==> config.mk <==
export PLATFORM = sky130hd
export DESIGN_NAME = fp16_accum_ctrl
export DESIGN_NICKNAME = d
export VERILOG_FILES = /design/src/rtl/fp16_accum_ctrl.sv
export SDC_FILE = /design/constraint.sdc
export NUM_CORES = 1
export LEC_CHECK = 0
export ABC_CLOCK_PERIOD_IN_PS = 3400
export CORE_MARGIN = 3
export CORE_UTILIZATION = 40
export CTS_CLUSTER_DIAMETER = 200
export CTS_CLUSTER_SIZE = 14
export DETAILED_ROUTE_END_ITERATION = 12
export PLACE_DENSITY = 0.93
export SETUP_SLACK_MARGIN = 0.1
export SLEW_MARGIN = 20
export SYNTH_ARGS = -nofsm -noshare
export SYNTH_HDL_FRONTEND = slang
export SYNTH_SLANG_ARGS = --single-unit
==> constraint.sdc <==
create_clock -name clock_80 -period 3.4 [get_ports clock_80]
set_input_delay 0.34 -clock clock_80 [delete_from_list [all_inputs] [get_ports clock_80]]
set_output_delay 0.34 -clock clock_80 [all_outputs]
set_load 0.02 [all_outputs]
==> src/rtl/fp16_accum_ctrl.sv <==
// Packet accumulator sequencing an external combinational fp16 adder.
// Define FP_ACC_SAT_EN to clamp inf/NaN accumulator writes to the largest finite value.
module fp16_accum_ctrl #(
  parameter int CNT_W = 8
) (
  input  logic             clock_80,
  input  logic             reset_80,
  input  logic             in_valid_80,
  output logic             in_ready_80,
  input  logic [15:0]      in_data_80,
  input  logic             in_last_80,
  output logic [15:0]      add_a_80,
  output logic [15:0]      add_b_80,
  input  logic [15:0]      add_sum_80,
  output logic             out_valid_80,
  input  logic             out_ready_80,
  output logic [15:0]      out_data_80,
  output logic [CNT_W-1:0] out_count_80,
  output logic             out_ovf_80
);

  typedef enum logic [1:0] {IDLE, ACC, HOLD} state_t;

  localparam logic [CNT_W-1:0] CNT_MAX = '1;

  state_t           state, state_nxt;
  logic [15:0]      acc;
  logic [CNT_W-1:0] count;
  logic             ovf;
  logic             in_fire, out_fire;
  logic [15:0]      raw_val;
  logic             raw_ovf;

  function automatic logic [15:0] sat_val(input logic [15:0] v);
`ifdef FP_ACC_SAT_EN
    return (v[14:10] == 5'h1F) ? {v[15], 15'h7BFF} : v;
`else
    return v;
`endif
  endfunction

  assign in_ready_80  = !reset_80 && (state != HOLD);
  assign out_valid_80 = (state == HOLD);
  assign in_fire      = in_valid_80 && in_ready_80;
  assign out_fire     = out_valid_80 && out_ready_80;

  assign add_a_80     = acc;
  assign add_b_80     = in_data_80;
  assign out_data_80  = acc;
  assign out_count_80 = count;
  assign out_ovf_80   = ovf;

  // The first beat of a packet bypasses the adder so stale acc never leaks in.
  assign raw_val = (state == IDLE) ? in_data_80 : add_sum_80;
  assign raw_ovf = (raw_val[14:10] == 5'h1F);

  always_comb begin
    state_nxt = state;
    case (state)
      IDLE, ACC: if (in_fire) state_nxt = in_last_80 ? HOLD : ACC;
      HOLD:      if (out_fire) state_nxt = IDLE;
      default:   state_nxt = IDLE;
    endcase
  end

  // NOTE: state registers use non-blocking assignments so every flop samples pre-edge values.
  always_ff @(posedge clock_80) begin
    if (reset_80) begin
      state <= IDLE;
      acc   <= 16'h0000;
      count <= '0;
      ovf   <= 1'b0;
    end else begin
      state <= state_nxt;
      if (in_fire) begin
        acc <= sat_val(raw_val);
        if (state == IDLE) begin
          count <= CNT_W'(1);
          ovf   <= raw_ovf;
        end else begin
          count <= (count == CNT_MAX) ? count : count + 1'b1;
          ovf   <= ovf | raw_ovf;
        end
      end else if (out_fire) begin
        count <= '0;
        ovf   <= 1'b0;
      end
    end
  end

endmodule

==> results_dict.tcl, run 1 <==
set metrics [dict create \
    post_cts_buffers 0 \
    postRouteAntennaNets 0 \
    cts_root_buf "clkbuf_8" \
    hpwl_mm 3.50 \
    worstPathArrival_ns 1.92 \
    fin_skew_ns 0.00202 \
    finalNetCount 299 \
    die_y_um 71.2 \
    synth_area_um2 1700 \
    dieArea_um2 5070 \
    layout_common_cells "clkdlybuf4s50_1 (95), dfxtp_1 (27), o21ai_0 (22)" \
    syn_inst 203 \
    via_count 1673 \
    sw_frac_of_total 0.305 \
    hold_class "reg -> reg" \
    htree_levels 1 \
    cts_sinks 27 \
    comb_power_share 0.335 \
    required_ns 3.06 \
    status "finished clean" \
    drive_above_1_share 0.0692 \
    endpoint_kind "output pin" \
    cts_hold_buf 0 \
    path_class "in -> out" \
    setup_violations 0 \
    worst_pin_slew_ns 0.769 \
    regArea_um2 541 \
    core_um2 4060 \
    fillers 384 \
    vdd_drop_max_mv 0.252 \
    mostFrequentLayoutCell "clkdlybuf4s50_1" \
    p_sw_uw 242 \
    cts_made_buffers 3 \
    finalWorstSetupSlack_ns 1.14 \
    final.min_clock_period_ns 2.26 \
    report.final.slew_viol_count 0 \
    antenna_found_initial 0 \
    routed_wl_mm 4.60 \
    clk_pin_slew_ns 0.09 \
    period_share 0.665 \
    rr_startpoint "state[1]" \
    first_pass_iters 4 \
    hold_viol 0 \
    pin_count 96 \
    cts_resized 0 \
    cp-startpoint "reset_80" \
    io_buffers 95 \
    grt_first_pass_wirelength_mm 7.20 \
    grt_max_degree 34 \
    cp-start-kind "input port" \
    p_int_uw 550 \
    drv_cap 0 \
    start_util 0.419 \
    ys_warn_count 0 \
    via_per_inst 5.40 \
    diodes 0 \
    final_cell_area_um2 2430 \
    yosysSeqAreaShare 0.318 \
    fp-row-count 23 \
    detailed_place.area_um2 2390 \
    drt_iter0_markers 90 \
    area_growth_pct 42.9 \
    fmax_mhz 442 \
    routedWlPerCell_um 14.9 \
    cts_buffer_depth 2 \
    grt_pass1_vias 1598 \
    synth_cell_types 39 \
    power.density_nw_per_um2 326 \
    relSlewSlack 0.487 \
    seqPwrFrac 0.438 \
    syn_nets 241 \
    path_max_fanout 18 \
    setup_tns_ns 0 \
    worstSkewPairLatency_ns 0.26 \
    place.gp.congestion 0.854 \
    drc 0 \
    syn_area_per_cell_um2 8.38 \
    holdWs_ns 0.518 \
    p_leak_uw 0.000831 \
    cts_tree "built" \
    place_ws_ns 0.967 \
    synth_edf_count 0 \
    hold_path_startpoint "add_a_80[7]" \
    synthFlopType "dfxtp_1" \
    ys_seq_elements 27 \
    async_reset_ff_frac 0 \
    multi_input_area_um2 787 \
    rsz0062_at_grt "no" \
    grt_usage 0.173 \
    grt-ovfl-total 0 \
    pwr-share-clk 0.227 \
    fp.dieW_um 71.2 \
]
[power groups by stage]
stage          combinational [uW]  sequential [uW]  clock [uW]
5_1_grt                       285              350         194
4_1_cts                       267              347         183
3_5_place_dp                  266              355           0
3_3_place_gp                  261              354           0
6_report                      266              347         180
2_1_floorplan                 150              371           0
[path summary, 6_finish.rpt]
path | slack (ns) | cells past startpoint | endpoint
worst max register to register | 1.56 | 5 | add_a_80[14]
worst max-delay path | 1.14 | 3 | in_ready_80
worst min-delay path | 0.52 | 2 | add_a_80[7]
worst min register to register | 0.52 | 2 | add_a_80[7]
[synthesized netlist by cell type (all sizes together), types with 3 or more instances]
cell    instances  area share
o21ai          22       0.065
nand2          20       0.044
nand4           3       0.011
clkbuf          3      0.0066
inv             5       0.014
dfxtp          27        0.32
a31oi           5       0.018
buf            42        0.20
nor2           22       0.060
a311oi         16       0.090
a21oi           6       0.018
nand3           6       0.018
[cell families after synthesis]
group / after synthesis / share of synthesized area
DFF: 27 / 0.318
adders and majority gates: 1 / 0.00735
and+or+nand+nor: 65 / 0.196
AOI/OAI and AO/OA: 57 / 0.232
buffers and inverters: 50 / 0.220
muxes: 3 / 0.0265
[cell type report]
type,instances,share of cell area
inverter,5,0.00977
timing repair buffer,98,0.400
sequential,27,0.222
tap,50,0.0257
multi-input combinational,126,0.324
clock buffer,4,0.0185
[per-layer routing]
layer | global-route usage | part of all wire | up-vias
li1 | - | - | 815
met2 | 0.305 | 0.51 | 87
met4 | 0.0564 | 0.010 | 0
met3 | 0.0154 | 0.076 | 4
met1 | 0.221 | 0.40 | 767
met5 | 0 | 0 | -
[sequential cells by signal, summed over array words and instances, names as in the netlist]
signal / flops
add_a_80: 16
out_ovf_80: 1
state: 2
out_count_80: 8
[stage by stage]
step                      cells  total power (uW)   util
after floorplan             203               520      -
after global placement      306               615  0.588
after detailed placement    306               621  0.588
after CTS                   310               797  0.599
after global routing        310               829  0.599
final                       310               792  0.599
[worst max-delay path: stages]
cell and delay [ns]:
clkdlybuf4s50_1 0.73, nor2_1 0.22, clkdlybuf4s50_1 0.62
Note: power is estimated with default switching activity, not from simulation.
==> run 2, diff against run 1 <==
--- a/config.mk
+++ b/config.mk
@@ -5,13 +5,13 @@
 export SDC_FILE = /design/constraint.sdc
 export NUM_CORES = 1
 export LEC_CHECK = 0
-export ABC_CLOCK_PERIOD_IN_PS = 3400
+export ABC_CLOCK_PERIOD_IN_PS = 2200
 export CORE_MARGIN = 3
-export CORE_UTILIZATION = 40
+export CORE_UTILIZATION = 38
 export CTS_CLUSTER_DIAMETER = 200
 export CTS_CLUSTER_SIZE = 14
 export DETAILED_ROUTE_END_ITERATION = 12
-export PLACE_DENSITY = 0.93
+export PLACE_DENSITY = 0.9
 export SETUP_SLACK_MARGIN = 0.1
 export SLEW_MARGIN = 20
 export SYNTH_ARGS = -nofsm -noshare
==> constraint.sdc (replaced) <==
create_clock -name clock_80 -period 2.2 [get_ports clock_80]
set_input_delay 0.22 -clock clock_80 [delete_from_list [all_inputs] [get_ports clock_80]]
set_output_delay 0.22 -clock clock_80 [all_outputs]
set_load 0.02 [all_outputs]
==> results_dict.tcl, run 2 (same netlist as run 1, synthesis figures left out) <==
set metrics [dict create \
    critPathSlowestCell "clkdlybuf4s50_1" \
    setup_violations 0 \
    fin_skew_ns 0.00339 \
    hold_viol 0 \
    largest_reg_flops 16 \
    routedWlPerCell_um 14.9 \
    area_growth_pct 43.9 \
    io_buffers 95 \
    htree_levels 1 \
    hpwl_mm 3.51 \
    rsz0062_at_grt "no" \
    worstSkewPairLatency_ns 0.27 \
    worst-path-buf-inv 2 \
    endpoint_kind "output pin" \
    max_stage_delay_ns 0.61 \
    start_util 0.411 \
    path_depth 4 \
    drt_iter0_markers 45 \
    rr_startpoint "out_count_80[0]" \
    crit_end "in_ready_80" \
    core_um2 4140 \
    cp-start-kind "flop" \
    cp-startpoint "state[0]" \
    worstPathArrival_ns 1.66 \
    relSlewSlack 0.712 \
    place.gp.congestion 0.875 \
    cts_buffer_depth 2 \
    power.density_nw_per_um2 506 \
    crit_chain "nand2b_4, inv_6, nor2_1, clkdlybuf4s50_1" \
    p_leak_uw 0.000843 \
    grt_max_degree 34 \
    setup_tns_ns 0 \
    grt_pass1_vias 1548 \
    final.min_clock_period_ns 1.88 \
    vdd_drop_max_mv 0.390 \
    utilization 0.591 \
    drv_cap 0 \
    hold_class "reg -> reg" \
    grt-ovfl-total 0 \
    via_per_inst 5.35 \
    rr_worst_depth 5 \
    cts_resized 0 \
    layout_common_cells "clkdlybuf4s50_1 (95), dfxtp_1 (27), o21ai_0 (22)" \
    status "finished clean" \
    cts_hold_buf 0 \
    dieArea_um2 5320 \
    drive_above_1_share 0.0802 \
    pin_count 96 \
    finalNetCount 301 \
    path_max_fanout 5 \
    die_y_um 72.9 \
    grt_usage 0.174 \
    antenna_found_initial 0 \
    path_class "reg -> out" \
    mostFrequentLayoutCell "clkdlybuf4s50_1" \
    fmax_mhz 531 \
    first_pass_iters 6 \
    cts_sinks 27 \
    cts_root_buf "clkbuf_8" \
    worst_pin_slew_ns 0.431 \
    postRouteAntennaNets 0 \
    required_ns 1.98 \
    fp-row-count 23 \
    grt_first_pass_wirelength_mm 7.32 \
    fp.dieW_um 72.9 \
    routed_wl_mm 4.66 \
    post_cts_buffers 0 \
    drc 0 \
    report.final.slew_viol_count 0 \
    critPathTopFamily "buffers and inverters" \
    reg2reg_setup_slack_ns 0.45 \
    via_count 1668 \
    regToRegEndpoint "out_count_80[3]" \
    diodes 0 \
    clk_pin_slew_ns 0.10 \
    cts_tree "built" \
    period_share 0.856 \
    cts_made_buffers 3 \
]
## run 2: changes by cell type in the layout (fill, tap and decap cells not counted), sizes merged
cell and change:
clkinv +1, clkbuf -1, buf +2
## run 2: per-layer routing
metal / global-route usage / wire (um) / vias up
met4: 0.0430 / 31 / 0
met1: 0.208 / 1910 / 771
met2: 0.307 / 2360 / 75
li1: - / - / 818
met5: 0 / 0 / -
met3: 0.0496 / 352 / 4
## run 2: power breakdown
part / internal [uW] / total (uW) / switching (uW) / leakage (uW)
logic: 209 / 411 / 202 / 0.000597
clock network: 127 / 288 / 161 / 0.0000255
registers: 515 / 539 / 24.1 / 0.000221
total: 851 / 1240 / 387 / 0.000843
## run 2: worst min path at each step
stage	start	end	slack (ns)	cells past startpoint
3_3_place_gp	add_a_80[14]	add_a_80[14]	0.49	2
3_5_place_dp	add_a_80[14]	add_a_80[14]	0.49	2
5_1_grt	add_sum_80[1]	add_a_80[1]	0.52	3
2_1_floorplan	in_last_80	state[0]	0.33	1
4_1_cts	add_sum_80[5]	add_a_80[5]	0.51	3
6_report	add_a_80[14]	add_a_80[14]	0.52	2
## run 2: layout make-up
type,count,area [um^2]
clock buffers,3,41.3
clock inverters,1,5.00
fillers,384,1700
inverters,5,23.8
multi-input cells,126,787
flip-flops and latches,27,541
well taps,50,62.6
repair buffers,100,988
## run 2: worst min-delay path: stages (launching register included)
cell and delay [ns]:
dfxtp_1 0.33, nand2b_1 0.06, o21ai_0 0.07
## run 2: through the flow
step                      worst slack (ns)  power, uW  std cells  cell area (um^2)  hold WS (ns)
after floorplan                      0.653        804        203              1700         0.334
after global placement               0.373        955        308              2400         0.494
after detailed placement             0.301        964        308              2400         0.489
after CTS                            0.299       1250        312              2450         0.509
after global routing                 0.229       1300        312              2450         0.525
final                                0.317       1240        312              2450         0.517
